### config.mk
export PLATFORM = sky130hd
export DESIGN_NAME = firebird_multicycle_ctrl
export DESIGN_NICKNAME = d
export VERILOG_FILES = /design/src/rtl/firebird_multicycle_ctrl.sv
export SDC_FILE = /design/constraint.sdc
export NUM_CORES = 1
export LEC_CHECK = 0
export CAP_MARGIN = 10
export CORE_ASPECT_RATIO = 0.9
export CORE_UTILIZATION = 33
export DETAILED_ROUTE_END_ITERATION = 10
export PLACE_DENSITY_LB_ADDON = 0.25
export SLEW_MARGIN = 10
export SYNTH_ARGS = -nofsm -noshare
export SYNTH_HDL_FRONTEND = slang
export SYNTH_SLANG_ARGS = --single-unit
export TNS_END_PERCENT = 50
### constraint.sdc
create_clock -name clk -period 1.7 [get_ports clk]
set_clock_uncertainty 0.1 [all_clocks]
set_input_delay 0.34 -clock clk [delete_from_list [all_inputs] [get_ports clk]]
set_output_delay 0.34 -clock clk [all_outputs]
set_load 0.1 [all_outputs]
### src/rtl/firebird_multicycle_ctrl.sv
// Firebird RV32I multi-cycle control FSM.
// Sequences fetch/decode/exec/mem/wb and traps on bad opcodes or stalls.
module firebird_multicycle_ctrl #(
  parameter int TIMEOUT = 16
) (
  input  logic       clk,
  input  logic       rst_n,
  input  logic [31:0] inst,
  input  logic       alu_zero,
  input  logic       alu_lt,
  input  logic       alu_ltu,
  output logic       imem_req,
  input  logic       imem_ready,
  output logic       dmem_req,
  output logic       dmem_we,
  input  logic       dmem_ready,
  output logic       ir_we,
  output logic       pc_we,
  output logic       pc_sel,
  output logic [1:0] imm_sel,
  output logic       alu_src_b,
  output logic [1:0] alu_op,
  output logic       reg_we,
  output logic       wb_sel,
  output logic       trap,
  output logic [2:0] state_dbg
);

  localparam int CW = (TIMEOUT < 2) ? 1 : $clog2(TIMEOUT + 1);
  localparam logic [CW-1:0] TMO_LAST =
    CW'((TIMEOUT > 0) ? TIMEOUT - 1 : 0);

  typedef enum logic [2:0] {
    S_IDLE   = 3'd0,
    S_FETCH  = 3'd1,
    S_DECODE = 3'd2,
    S_EXEC   = 3'd3,
    S_MEM    = 3'd4,
    S_WB     = 3'd5,
    S_TRAP   = 3'd6
  } state_t;

  state_t        r_state;
  state_t        w_next;
  logic [CW-1:0] r_cnt;

  logic [6:0] w_op;
  logic [2:0] w_f3;
  logic       w_is_r;
  logic       w_is_i;
  logic       w_is_ld;
  logic       w_is_st;
  logic       w_is_br;
  logic       w_legal;
  logic       w_br_ok;
  logic       w_taken;
  logic [1:0] w_imm;
  logic       w_wait;
  logic       w_tmo;
  logic       w_unused;

  assign w_op     = inst[6:0];
  assign w_f3     = inst[14:12];
  assign w_unused = ^{inst[31:15], inst[11:7]};

  assign w_is_r  = (w_op == 7'b0110011);
  assign w_is_i  = (w_op == 7'b0010011);
  assign w_is_ld = (w_op == 7'b0000011);
  assign w_is_st = (w_op == 7'b0100011);
  assign w_is_br = (w_op == 7'b1100011);
  assign w_legal = w_is_r | w_is_i | w_is_ld | w_is_st | w_is_br;
  assign w_br_ok = (w_f3[2:1] != 2'b01);

  always_comb begin
    w_imm = 2'b00;
    unique case (1'b1)
      w_is_st: w_imm = 2'b01;
      w_is_br: w_imm = 2'b10;
      default: w_imm = 2'b00;
    endcase
  end

  always_comb begin
    w_taken = 1'b0;
    case (w_f3)
      3'b000:  w_taken = alu_zero;
      3'b001:  w_taken = !alu_zero;
      3'b100:  w_taken = alu_lt;
      3'b101:  w_taken = !alu_lt;
      3'b110:  w_taken = alu_ltu;
      3'b111:  w_taken = !alu_ltu;
      default: w_taken = 1'b0;
    endcase
  end

  // A ready arriving on the timeout cycle still completes the transfer.
  assign w_wait =
    ((r_state == S_FETCH) && !imem_ready) ||
    ((r_state == S_MEM) && !dmem_ready);
  assign w_tmo =
    (TIMEOUT != 0) && w_wait && (r_cnt == TMO_LAST);

  always_comb begin
    w_next = r_state;
    case (r_state)
      S_IDLE: w_next = S_FETCH;
      S_FETCH: begin
        if (imem_ready)  w_next = S_DECODE;
        else if (w_tmo)  w_next = S_TRAP;
      end
      S_DECODE: w_next = w_legal ? S_EXEC : S_TRAP;
      S_EXEC: begin
        unique case (1'b1)
          w_is_r, w_is_i:   w_next = S_WB;
          w_is_ld, w_is_st: w_next = S_MEM;
          w_is_br: w_next = w_br_ok ? S_FETCH : S_TRAP;
          default: w_next = S_TRAP;
        endcase
      end
      S_MEM: begin
        if (dmem_ready)
          w_next = w_is_ld ? S_WB : S_FETCH;
        else if (w_tmo)
          w_next = S_TRAP;
      end
      S_WB:    w_next = S_FETCH;
      default: w_next = S_TRAP;
    endcase
  end

  always_ff @(posedge clk) begin
    if (!rst_n) begin
      r_state <= S_IDLE;
      r_cnt   <= '0;
    end else begin
      r_state <= w_next;
      r_cnt   <= w_wait ? r_cnt + CW'(1) : '0;
    end
  end

  always_comb begin
    imem_req  = 1'b0;
    dmem_req  = 1'b0;
    dmem_we   = 1'b0;
    ir_we     = 1'b0;
    pc_we     = 1'b0;
    pc_sel    = 1'b0;
    imm_sel   = 2'b00;
    alu_src_b = 1'b0;
    alu_op    = 2'b00;
    reg_we    = 1'b0;
    wb_sel    = 1'b0;
    trap      = 1'b0;
    case (r_state)
      S_FETCH: begin
        imem_req = 1'b1;
        ir_we    = imem_ready;
      end
      S_DECODE: imm_sel = w_imm;
      S_EXEC: begin
        imm_sel = w_imm;
        if (w_is_r) begin
          alu_op = 2'b10;
        end else if (w_is_i) begin
          alu_src_b = 1'b1;
          alu_op    = 2'b10;
        end else if (w_is_ld || w_is_st) begin
          alu_src_b = 1'b1;
        end else if (w_is_br) begin
          alu_op = 2'b01;
          pc_we  = w_br_ok;
          pc_sel = w_br_ok & w_taken;
        end
      end
      S_MEM: begin
        imm_sel   = w_imm;
        dmem_req  = 1'b1;
        dmem_we   = w_is_st;
        alu_src_b = 1'b1;
        pc_we     = w_is_st & dmem_ready;
      end
      S_WB: begin
        imm_sel = w_imm;
        reg_we  = 1'b1;
        wb_sel  = w_is_ld;
        pc_we   = 1'b1;
      end
      S_TRAP: trap = 1'b1;
      default: ;
    endcase
  end

  assign state_dbg = r_state;

endmodule

==> impl_summary.log, run 1 <==
INFO  metric grt_antenna_before_repair = 0
INFO  metric post_synth_num_cell_types = 36
INFO  metric detail_route.wl_per_cell = 17.1 um
INFO  metric ant_nets = 0
INFO  metric static-leakage-power = 0.753 nW
INFO  metric placement.io_buffers = 33
INFO  metric post-dp-hpwl = about 1800 um
INFO  metric most_frequent_standard_cell_in_the_layout_excluding_fill_and_tap_cells = sky130_fd_sc_hd__buf_4
INFO  metric grt_setup_unrepaired = yes
INFO  metric syn_avg_cell_area = 8.20 um2
INFO  metric n_antenna_cell = 0
INFO  metric globalRouteTotalUtil = 0.247
INFO  metric slew-limit-headroom = 0.716
INFO  metric cts_max_level = 1
INFO  metric cp_max_fo = 3
INFO  metric core.rowCount = 15
INFO  metric via_count = 936
INFO  metric ys_seq_elements = 8
INFO  metric drc_errors = 0
INFO  metric die_width = 51 um
INFO  metric die_area = around 2400 um2
INFO  metric clock_latency = 250 ps
INFO  metric final_min_period_over_clock_period = 1.15
INFO  metric max-cap-violations = 0
INFO  metric post_route_cells_drive_above_1_share = 0.588
INFO  metric grt_overflow_total = 0
INFO  metric dpl_worst_slack = -662 ps
INFO  metric setup_violations_final = 13
INFO  metric num-fill-cells = 105
INFO  metric fp.dieH = 46.1 um
INFO  metric worstPathArrival = 1510 ps
INFO  metric design.core.area = around 2000 um2
INFO  metric cts-buffers-inserted = 3
INFO  metric finalNetCount = ~200
INFO  metric holdCritPathClass = reg2reg
INFO  metric worstSetupStartpointType = input pin
INFO  metric power-per-cell-area = 635 nW/um2
INFO  metric mappedNetlistNets = 128
INFO  metric timing.reg2reg.setup_slack = 30 ps
INFO  metric timing.final.crit_period = roughly 1900 ps
INFO  metric clockBufferDepth = 2
INFO  metric mean_number_of_vias_per_cell = 5.26
INFO  metric clkTransAtPathRegs = 50 ps
INFO  metric power.ir.vdd_worst = 0.620 mV
INFO  metric flow.area_growth_from_synthesis = 137%
INFO  metric tightest_slew = 424 ps
INFO  metric starting_density_of_the_core = 0.362
INFO  metric design.portCount = 56
INFO  metric cts_num_sinks = 8
INFO  metric required = 1260 ps
INFO  metric number_of_violations_reported_at_the_end_of_detailed_routing_iteration_0 = 18
INFO  metric max_freq = 0.513 GHz
INFO  metric worst_setup_path_end_kind = output port
INFO  metric path_class = in2out
INFO  metric cts.root.buffer_cell = sky130_fd_sc_hd__clkbuf_4
INFO  metric design_power_total = ~1.1 mW
INFO  metric synth-warning-count = 0
INFO  metric violations = setup timing
INFO  metric synthCells = 87
INFO  metric synth_area = 713 um2
INFO  metric status = finished with violations
INFO  metric seq_area_frac_synth = 0.225
INFO  metric finalSetupTns = -1730 ps
INFO  metric finalWirelength = 3040 um
INFO  metric global_route_wire_length_before_repair = between 4000 and 5000 um
INFO  metric grt_max_degree = 9
INFO  metric slew_viol_final = 0
INFO  metric first_global_vias = 845
INFO  metric worst_slack = -248 ps
INFO  metric drtPass1Iterations = 4
INFO  metric whs = 317 ps
INFO  metric hold_viol = 0
INFO  metric mostFrequentLayoutCells = 20 x sky130_fd_sc_hd__buf_4, 17 x sky130_fd_sc_hd__buf_12, 12 x sky130_fd_sc_hd__buf_6, 11 x sky130_fd_sc_hd__nor2_1, 8 x sky130_fd_sc_hd__dlygate4sd2_1
INFO  metric tritoncts = yes
INFO  metric gp_congestion = 0.868
==> flip-flops by register name (all words and copies together) (netlist names) <==
signal and cells:
r_cnt 5, state_dbg 3
==> critical path, cell delays in order <==
cell,delay (ps)
sky130_fd_sc_hd__buf_6,90
sky130_fd_sc_hd__and4bb_4,360
sky130_fd_sc_hd__nand2_4,70
sky130_fd_sc_hd__nor3_4,250
sky130_fd_sc_hd__a221o_4,220
sky130_fd_sc_hd__buf_12,170
==> power by group <==
group          total (mW)  switching [mW]  internal, mW  leakage, nW
Sequential          0.239          0.0326         0.206       0.0675
Combinational       0.681           0.385         0.296        0.670
Clock               0.153          0.0632        0.0897       0.0150
Total                1.07           0.481         0.592        0.753
==> kinds of logic (layout without fill, tap and decap cells) <==
group | after synthesis | count (layout) | share of synthesized area
DFF | 8 | 8 | 0.225
and+or+nand+nor | 47 | 47 | 0.435
adders and majority gates | 2 | 2 | 0.0351
AOI/OAI and AO/OA | 15 | 15 | 0.156
muxes | 1 | 1 | 0.0140
xor gates and xnor gates | 5 | 5 | 0.0614
buffers and inverters | 9 | 75 | 0.0737
==> final timing paths <==
path	startpoint	end	cells past startpoint
setup / recovery	inst[3]	pc_we	6
hold / removal	r_cnt[0]	r_cnt[0]	1
setup reg to reg	r_cnt[0]	state_dbg[0]	7
hold reg to reg	r_cnt[0]	r_cnt[0]	1
==> cells in the mapped netlist <==
| cell | instances | share of area |
|---|---|---|
| sky130_fd_sc_hd__xor2_1 | 2 | 0.025 |
| sky130_fd_sc_hd__buf_4 | 1 | 0.011 |
| sky130_fd_sc_hd__nor4b_2 | 1 | 0.021 |
| sky130_fd_sc_hd__nand3b_4 | 1 | 0.028 |
| sky130_fd_sc_hd__nor3b_2 | 3 | 0.053 |
| sky130_fd_sc_hd__nor3_1 | 3 | 0.021 |
| sky130_fd_sc_hd__and4bb_4 | 1 | 0.023 |
| sky130_fd_sc_hd__o21a_1 | 1 | 0.011 |
| sky130_fd_sc_hd__a211oi_1 | 1 | 0.011 |
| sky130_fd_sc_hd__nand3b_1 | 1 | 0.011 |
| sky130_fd_sc_hd__xnor2_1 | 3 | 0.037 |
| sky130_fd_sc_hd__nand2_1 | 6 | 0.032 |
| sky130_fd_sc_hd__nand3_1 | 3 | 0.021 |
| sky130_fd_sc_hd__and2_1 | 2 | 0.018 |
| sky130_fd_sc_hd__a221o_1 | 1 | 0.014 |
| sky130_fd_sc_hd__o31a_1 | 3 | 0.037 |
| sky130_fd_sc_hd__inv_1 | 6 | 0.032 |
| sky130_fd_sc_hd__o311a_1 | 1 | 0.014 |
| sky130_fd_sc_hd__a21oi_1 | 4 | 0.028 |
| sky130_fd_sc_hd__o211ai_1 | 2 | 0.021 |
| sky130_fd_sc_hd__a21o_1 | 2 | 0.021 |
| sky130_fd_sc_hd__ha_1 | 2 | 0.035 |
| sky130_fd_sc_hd__nor3b_1 | 1 | 0.011 |
| sky130_fd_sc_hd__and3_4 | 1 | 0.016 |
| sky130_fd_sc_hd__dfxtp_1 | 8 | 0.22 |
| sky130_fd_sc_hd__nor2b_1 | 2 | 0.018 |
| sky130_fd_sc_hd__nor3_2 | 2 | 0.028 |
| sky130_fd_sc_hd__nand2b_1 | 2 | 0.018 |
| sky130_fd_sc_hd__nor4_1 | 1 | 0.0088 |
| sky130_fd_sc_hd__buf_6 | 2 | 0.032 |
| sky130_fd_sc_hd__nor2b_2 | 1 | 0.012 |
| sky130_fd_sc_hd__nor2_1 | 13 | 0.068 |
| sky130_fd_sc_hd__and3_1 | 1 | 0.0088 |
| sky130_fd_sc_hd__or2b_1 | 1 | 0.011 |
| sky130_fd_sc_hd__and2b_1 | 1 | 0.011 |
| sky130_fd_sc_hd__mux2i_1 | 1 | 0.014 |
==> area by class of cell <==
class	instances	area [um2]	share of cell area
flip-flops and latches	8	173	0.102
clock buffers	4	26.3	0.0156
multi-input cells	70	669	0.397
inverters	6	22.5	0.0133
repair buffers	65	766	0.454
well taps	25	31.3	0.0185
==> per-stage QoR <==
stage,util,std cells,cell area [um2]
final,0.857,178,1690
after global routing,0.857,178,1690
after CTS,0.810,173,1600
after detailed placement,0.756,166,1490
after global placement,0.756,166,1490
after floorplan,-,87,815
==> repair_timing <==
item / CTS / global route
hold buffers: 0 / 0
setup buffers: 3 / 5
pin swaps: 14 / 9
resized for setup: 44 / 13
endpoints found under the hold margin: 0 / 0
endpoints found under the setup margin: 14 / 15
==> per-layer routing <==
| layer | GRT usage | share of wire | vias up |
|---|---|---|---|
| met5 | 0 | 0 | - |
| met4 | 0.100 | 0.040 | 0 |
| met3 | 0.0495 | 0.042 | 10 |
| met2 | 0.458 | 0.53 | 41 |
| met1 | 0.281 | 0.39 | 446 |
| li1 | - | - | 439 |
Power figures use the tool's default switching activity.
==> inputs of run 2 (changes only) <==
--- a/config.mk
+++ b/config.mk
@@ -9,6 +9,7 @@
 export CORE_ASPECT_RATIO = 0.9
 export CORE_UTILIZATION = 33
 export DETAILED_ROUTE_END_ITERATION = 10
+export MAX_ROUTING_LAYER = met4
 export PLACE_DENSITY_LB_ADDON = 0.25
 export SLEW_MARGIN = 10
 export SYNTH_ARGS = -nofsm -noshare
==> impl_summary.log, run 2 (synthesized netlist as in run 1, its figures left out) <==
INFO  metric status = finished with violations
INFO  metric violations = setup timing
INFO  metric grt_max_degree = 9
INFO  metric clock_latency = roughly 250 ps
INFO  metric slew-limit-headroom = 0.697
INFO  metric setup_violations_final = 13
INFO  metric ff_latch_area = between 150 and 200 um2
INFO  metric slew_viol_final = 0
INFO  metric finalSetupTns = -1730 ps
INFO  metric grt_setup_unrepaired = yes
INFO  metric critPathSlowestCell = sky130_fd_sc_hd__and4bb_4
INFO  metric mean_number_of_vias_per_cell = roughly 5.3
INFO  metric tritoncts = yes
INFO  metric die_width = slightly above 50 um
INFO  metric final_min_period_over_clock_period = 1.15
INFO  metric core.rowCount = 15
INFO  metric drc_errors = 0
INFO  metric worst_setup_path_end_kind = output port
INFO  metric design.portCount = 56
INFO  metric number_of_violations_reported_at_the_end_of_detailed_routing_iteration_0 = 16
INFO  metric clockBufferDepth = 2
INFO  metric design_power_total = 1.07 mW
INFO  metric tightest_slew = roughly 450 ps
INFO  metric grt_overflow_total = 0
INFO  metric post_route_cells_drive_above_1_share = 0.588
INFO  metric cts-buffers-inserted = 3
INFO  metric die_area = 2350 um2
INFO  metric num-fill-cells = ~110
INFO  metric worstPathArrival = 1510 ps
INFO  metric utilization = 0.857
INFO  metric starting_density_of_the_core = 0.362
INFO  metric timing.final.crit_period = 1950 ps
INFO  metric via_count = 946
INFO  metric gp_congestion = roughly 0.9
INFO  metric grt_antenna_before_repair = 0
INFO  metric worst_slack = -248 ps
INFO  metric flow.area_growth_from_synthesis = 137%
INFO  metric max_freq = 0.513 GHz
INFO  metric cp_max_fo = 3
INFO  metric power.ir.vdd_worst = 0.622 mV
INFO  metric path_class = in2out
INFO  metric required = 1260 ps
INFO  metric ant_nets = 0
INFO  metric cts_max_level = 1
INFO  metric globalRouteTotalUtil = 0.256
INFO  metric cp_slowest_stage_delay = 360 ps
INFO  metric global_route_wire_length_before_repair = 4080 um
INFO  metric drtPass1Iterations = 4
INFO  metric top_register = r_cnt
INFO  metric largest_reg_flops = 5
INFO  metric worstSetupStartpointType = input pin
INFO  metric crit_family = simple AND/OR/NAND/NOR gates
INFO  metric most_frequent_standard_cell_in_the_layout_excluding_fill_and_tap_cells = sky130_fd_sc_hd__buf_4
INFO  metric holdCritPathClass = reg2reg
INFO  metric cts.root.buffer_cell = sky130_fd_sc_hd__clkbuf_4
INFO  metric static-leakage-power = 0.753 nW
INFO  metric fp.dieH = 46.1 um
INFO  metric n_antenna_cell = 0
INFO  metric detail_route.wl_per_cell = 17.1 um
INFO  metric cp_cell_sequence = buf_6, and4bb_4, nand2_4, nor3_4, a221o_4, buf_12
INFO  metric hold_viol = 0
INFO  metric finalWirelength = 3040 um
INFO  metric multi_input_comb_area = 669 um2
INFO  metric first_global_vias = around 850
INFO  metric cts_num_sinks = 8
INFO  metric critical_path_buf_inv_count = 2
INFO  metric post-dp-hpwl = 1820 um
INFO  metric mostFrequentLayoutCells = 20 x sky130_fd_sc_hd__buf_4, 17 x sky130_fd_sc_hd__buf_12, 12 x sky130_fd_sc_hd__buf_6, 11 x sky130_fd_sc_hd__nor2_1, 8 x sky130_fd_sc_hd__dlygate4sd2_1
INFO  metric max-cap-violations = 0
INFO  metric power-per-cell-area = 636 nW/um2
INFO  metric clkTransAtPathRegs = approximately 50 ps
INFO  metric ctsHoldBuffers = 0
INFO  metric design.core.area = 1970 um2
INFO  metric placement.io_buffers = 33
INFO  metric finalNetCount = about 200
[run 2: timing repair]
item,CTS,global route
setup endpoints to repair,14,15
pin swaps,14,9
buffers inserted,3,5
resized for setup,44,13
[run 2: metal layers]
layer | up-vias | track usage | wire (um)
met5 | - | - | 0
met4 | 0 | 0.100 | 131
met3 | 12 | 0.0495 | 123
met2 | 47 | 0.461 | 1610
met1 | 448 | 0.281 | 1180
li1 | 439 | - | -
[run 2: per-stage QoR]
step	setup WS, ps	cells	hold WS, ps	area, um2
6_report	-248	178	316	1690
5_1_grt	-285	178	340	1690
4_1_cts	-236	173	352	1600
3_5_place_dp	-662	166	342	1490
3_3_place_gp	-627	166	330	1490
2_1_floorplan	-1210	87	318	815
[run 2: worst paths after layout]
path | start | endpoint | slack [ps] | cells past startpoint
min | r_cnt[0] | r_cnt[0] | 320 | 1
max reg2reg | state_dbg[2] | r_cnt[3] | 30 | 7
min reg2reg | r_cnt[0] | r_cnt[0] | 320 | 1
max | inst[3] | pc_we | -250 | 6
[run 2: final cells by class]
| class | instances | share of cell area |
|---|---|---|
| multi-input combinational | 70 | 0.397 |
| tap | 25 | 0.0185 |
| timing repair buffer | 65 | 0.454 |
| sequential | 8 | 0.102 |
| inverter | 6 | 0.0133 |
| clock buffer | 4 | 0.0156 |
[run 2: where the power goes]
group          total (mW)  internal, mW  switching [mW]
clock               0.153        0.0897          0.0638
combinational       0.681         0.296           0.385
sequential          0.239         0.206          0.0333
total                1.07         0.591           0.482
==> inputs of run 3 (changes only) <==
--- a/config.mk
+++ b/config.mk
@@ -5,6 +5,7 @@
 export SDC_FILE = /design/constraint.sdc
 export NUM_CORES = 1
 export LEC_CHECK = 0
+export ABC_AREA = 1
 export CAP_MARGIN = 10
 export CORE_ASPECT_RATIO = 0.9
 export CORE_UTILIZATION = 33
==> impl_summary.log, run 3 <==
INFO  metric detailed_place.area = between 1000 and 1500 um2
INFO  metric clkTransAtPathRegs = 70 ps
INFO  metric worstSetupStartpointType = flop
INFO  metric mostFrequentLayoutCells = 36 x sky130_fd_sc_hd__buf_4, 17 x sky130_fd_sc_hd__buf_12, 16 x sky130_fd_sc_hd__nand2_1, 15 x sky130_fd_sc_hd__inv_1, 11 x sky130_fd_sc_hd__nand2_2
INFO  metric cts.root.buffer_cell = sky130_fd_sc_hd__clkbuf_4
INFO  metric grt_overflow_total = 0
INFO  metric synth_area_leader_cell = sky130_fd_sc_hd__dfxtp_1
INFO  metric holdCritPathClass = reg2reg
INFO  metric post_synth_num_cell_types = 22
INFO  metric die_width = approximately 52 um
INFO  metric worst_slack = -321 ps
INFO  metric power-per-cell-area = between 900 and 1000 nW/um2
INFO  metric finalNetCount = between 200 and 250
INFO  metric syn_avg_cell_area = 6.19 um2
INFO  metric design.portCount = 56
INFO  metric top_register = r_cnt
INFO  metric n_antenna_cell = 0
INFO  metric grt_antenna_before_repair = 0
INFO  metric placed_cells_incl_taps = roughly 200
INFO  metric tritoncts = yes
INFO  metric path_class = reg2out
INFO  metric synth.top_cells.by_area = sky130_fd_sc_hd__dfxtp_1 22%, sky130_fd_sc_hd__nand2_1 13%, sky130_fd_sc_hd__inv_1 10%
INFO  metric starting_density_of_the_core = 0.364
INFO  metric first_global_vias = 1072
INFO  metric synth_area = 731 um2
INFO  metric worstPathArrival = approximately 1600 ps
INFO  metric max-cap-violations = 0
INFO  metric final_cell_count_without_fillers = 221
INFO  metric core.rowCount = 15
INFO  metric num-fill-cells = 101
INFO  metric synthCells = about 120
INFO  metric clockBufferDepth = 2
INFO  metric seq_area_frac_synth = 0.219
INFO  metric status = finished with violations
INFO  metric required = 1260 ps
INFO  metric flow.area_growth_from_synthesis = 142%
INFO  metric design_power_total = 1.71 mW
INFO  metric cp_cell_sequence = nor2_4, inv_2, nor2_4, inv_2, nor3_4, nand2_2, o211ai_4, buf_12
INFO  metric synth-edff-count = 0
INFO  metric power.ir.vdd_worst = roughly 0.93 mV
INFO  metric utilization = 0.882
INFO  metric global_route_wire_length_before_repair = 4690 um
INFO  metric mappedNetlistNets = 159
INFO  metric largest_reg_flops = 5
INFO  metric number_of_violations_reported_at_the_end_of_detailed_routing_iteration_0 = 38
INFO  metric post_route_cells_drive_above_1_share = 0.592
INFO  metric clock_latency = 270 ps
INFO  metric drtPass1Iterations = 4
INFO  metric die_area = around 2400 um2
INFO  metric hold_viol = 0
INFO  metric final_min_period_over_clock_period = 1.19
INFO  metric crit_family = simple AND/OR/NAND/NOR gates
INFO  metric finalSetupTns = -2490 ps
INFO  metric detail_route.wl_per_cell = 16.5 um
INFO  metric postSynth.asyncResetShare = 0
INFO  metric mean_number_of_vias_per_cell = roughly 5.1
INFO  metric timing.final.crit_period = slightly above 2000 ps
INFO  metric design.core.area = between 2000 and 2500 um2
INFO  metric critPathSlowestCell = sky130_fd_sc_hd__dfxtp_4
INFO  metric placement.io_buffers = 33
INFO  metric yosysTopAreaCellShare = 0.219
INFO  metric via_count = 1133
INFO  metric gp_congestion = roughly 0.80
INFO  metric final_cell_area = roughly 1800 um2
INFO  metric finalWirelength = 3660 um
INFO  metric grt_setup_unrepaired = yes
INFO  metric synth_flop_cell = sky130_fd_sc_hd__dfxtp_1
INFO  metric max_freq = between 0.4 and 0.5 GHz
INFO  metric ys_seq_elements = 8
INFO  metric tightest_slew = about 250 ps
INFO  metric cts-buffers-inserted = 3
INFO  metric most_frequent_standard_cell_in_the_layout_excluding_fill_and_tap_cells = sky130_fd_sc_hd__buf_4
INFO  metric setup_violations_final = 12
INFO  metric slew-limit-headroom = 0.835
INFO  metric worst_setup_path_end_kind = output port
INFO  metric grt_max_degree = 7
INFO  metric synth-warning-count = 0
INFO  metric fp.dieH = around 47 um
INFO  metric ant_nets = 0
INFO  metric critical_path_buf_inv_count = 3
INFO  metric post-dp-hpwl = 1930 um
INFO  metric slew_viol_final = 0
INFO  metric cp_max_fo = 6
INFO  metric cts_num_sinks = 8
INFO  metric globalRouteTotalUtil = 0.282
INFO  metric violations = setup timing
INFO  metric dpl_worst_slack = -532 ps
INFO  metric static-leakage-power = roughly 0.8 nW
INFO  metric drc_errors = 0
INFO  metric post-synth-top-count-cell = sky130_fd_sc_hd__nand2_1
INFO  metric whs = 349 ps
INFO  metric cts_max_level = 1
INFO  metric cp_slowest_stage_delay = 390 ps
INFO  metric post_synth_most_frequent_cells = 25 x sky130_fd_sc_hd__nand2_1, 20 x sky130_fd_sc_hd__inv_1, 14 x sky130_fd_sc_hd__nor2_1
[run 3: repair_timing]
action                     CTS  global route
setup endpoints to repair   11            13
hold buffers                 0             0
setup buffers               13             8
pin swaps                   15            14
resized for setup           37            15
[run 3: path summary, 6_finish.rpt]
path | start | to | slack, ps | depth (start not counted)
worst max-delay path | state_dbg[1] | pc_we | -320 | 8
worst min-delay path | r_cnt[0] | r_cnt[0] | 350 | 1
worst max register to register | state_dbg[0] | state_dbg[2] | 120 | 10
worst min register to register | r_cnt[0] | r_cnt[0] | 350 | 1
[run 3: worst reg2reg max path, delay by kind of cell, from the launching register on]
| family | cells | cell delay (ps) |
|---|---|---|
| buf+inv | 5 | 580 |
| flops | 1 | 370 |
| simple gates | 4 | 300 |
| compound gates | 1 | 90 |
[run 3: final cells by class]
cell class / instances / area [um2] / share of cell area
sequential: 8 / 171 / 0.0968
clock buffer: 4 / 26.3 / 0.0148
multi-input combinational: 83 / 604 / 0.341
inverter: 27 / 125 / 0.0706
timing repair buffer: 74 / 813 / 0.459
tap: 25 / 31.3 / 0.0177
[run 3: cell families after synthesis]
| logic type | count (synthesis) | share of synthesized area |
|---|---|---|
| AOI/OAI and AO/OA | 10 | 0.0925 |
| DFF | 8 | 0.219 |
| adders and majority gates | 2 | 0.0342 |
| buffers and inverters | 27 | 0.139 |
| and+or+nand+nor | 69 | 0.491 |
| xor gates and xnor gates | 2 | 0.0240 |
[run 3: where the power goes]
part | internal (mW) | switching, mW
clock | 0.0901 | 0.0746
combinational | 0.507 | 0.768
sequential | 0.224 | 0.0461
total | 0.821 | 0.889
[run 3: layer usage]
| metal | part of all wire | track usage | vias up | wire (um) |
|---|---|---|---|---|
| met5 | 0 | - | - | 0 |
| met4 | 0.057 | 0.146 | 0 | 208 |
| met2 | 0.52 | 0.543 | 53 | 1910 |
| met1 | 0.37 | 0.287 | 534 | 1370 |
| met3 | 0.046 | 0.0264 | 21 | 167 |
| li1 | - | - | 525 | - |
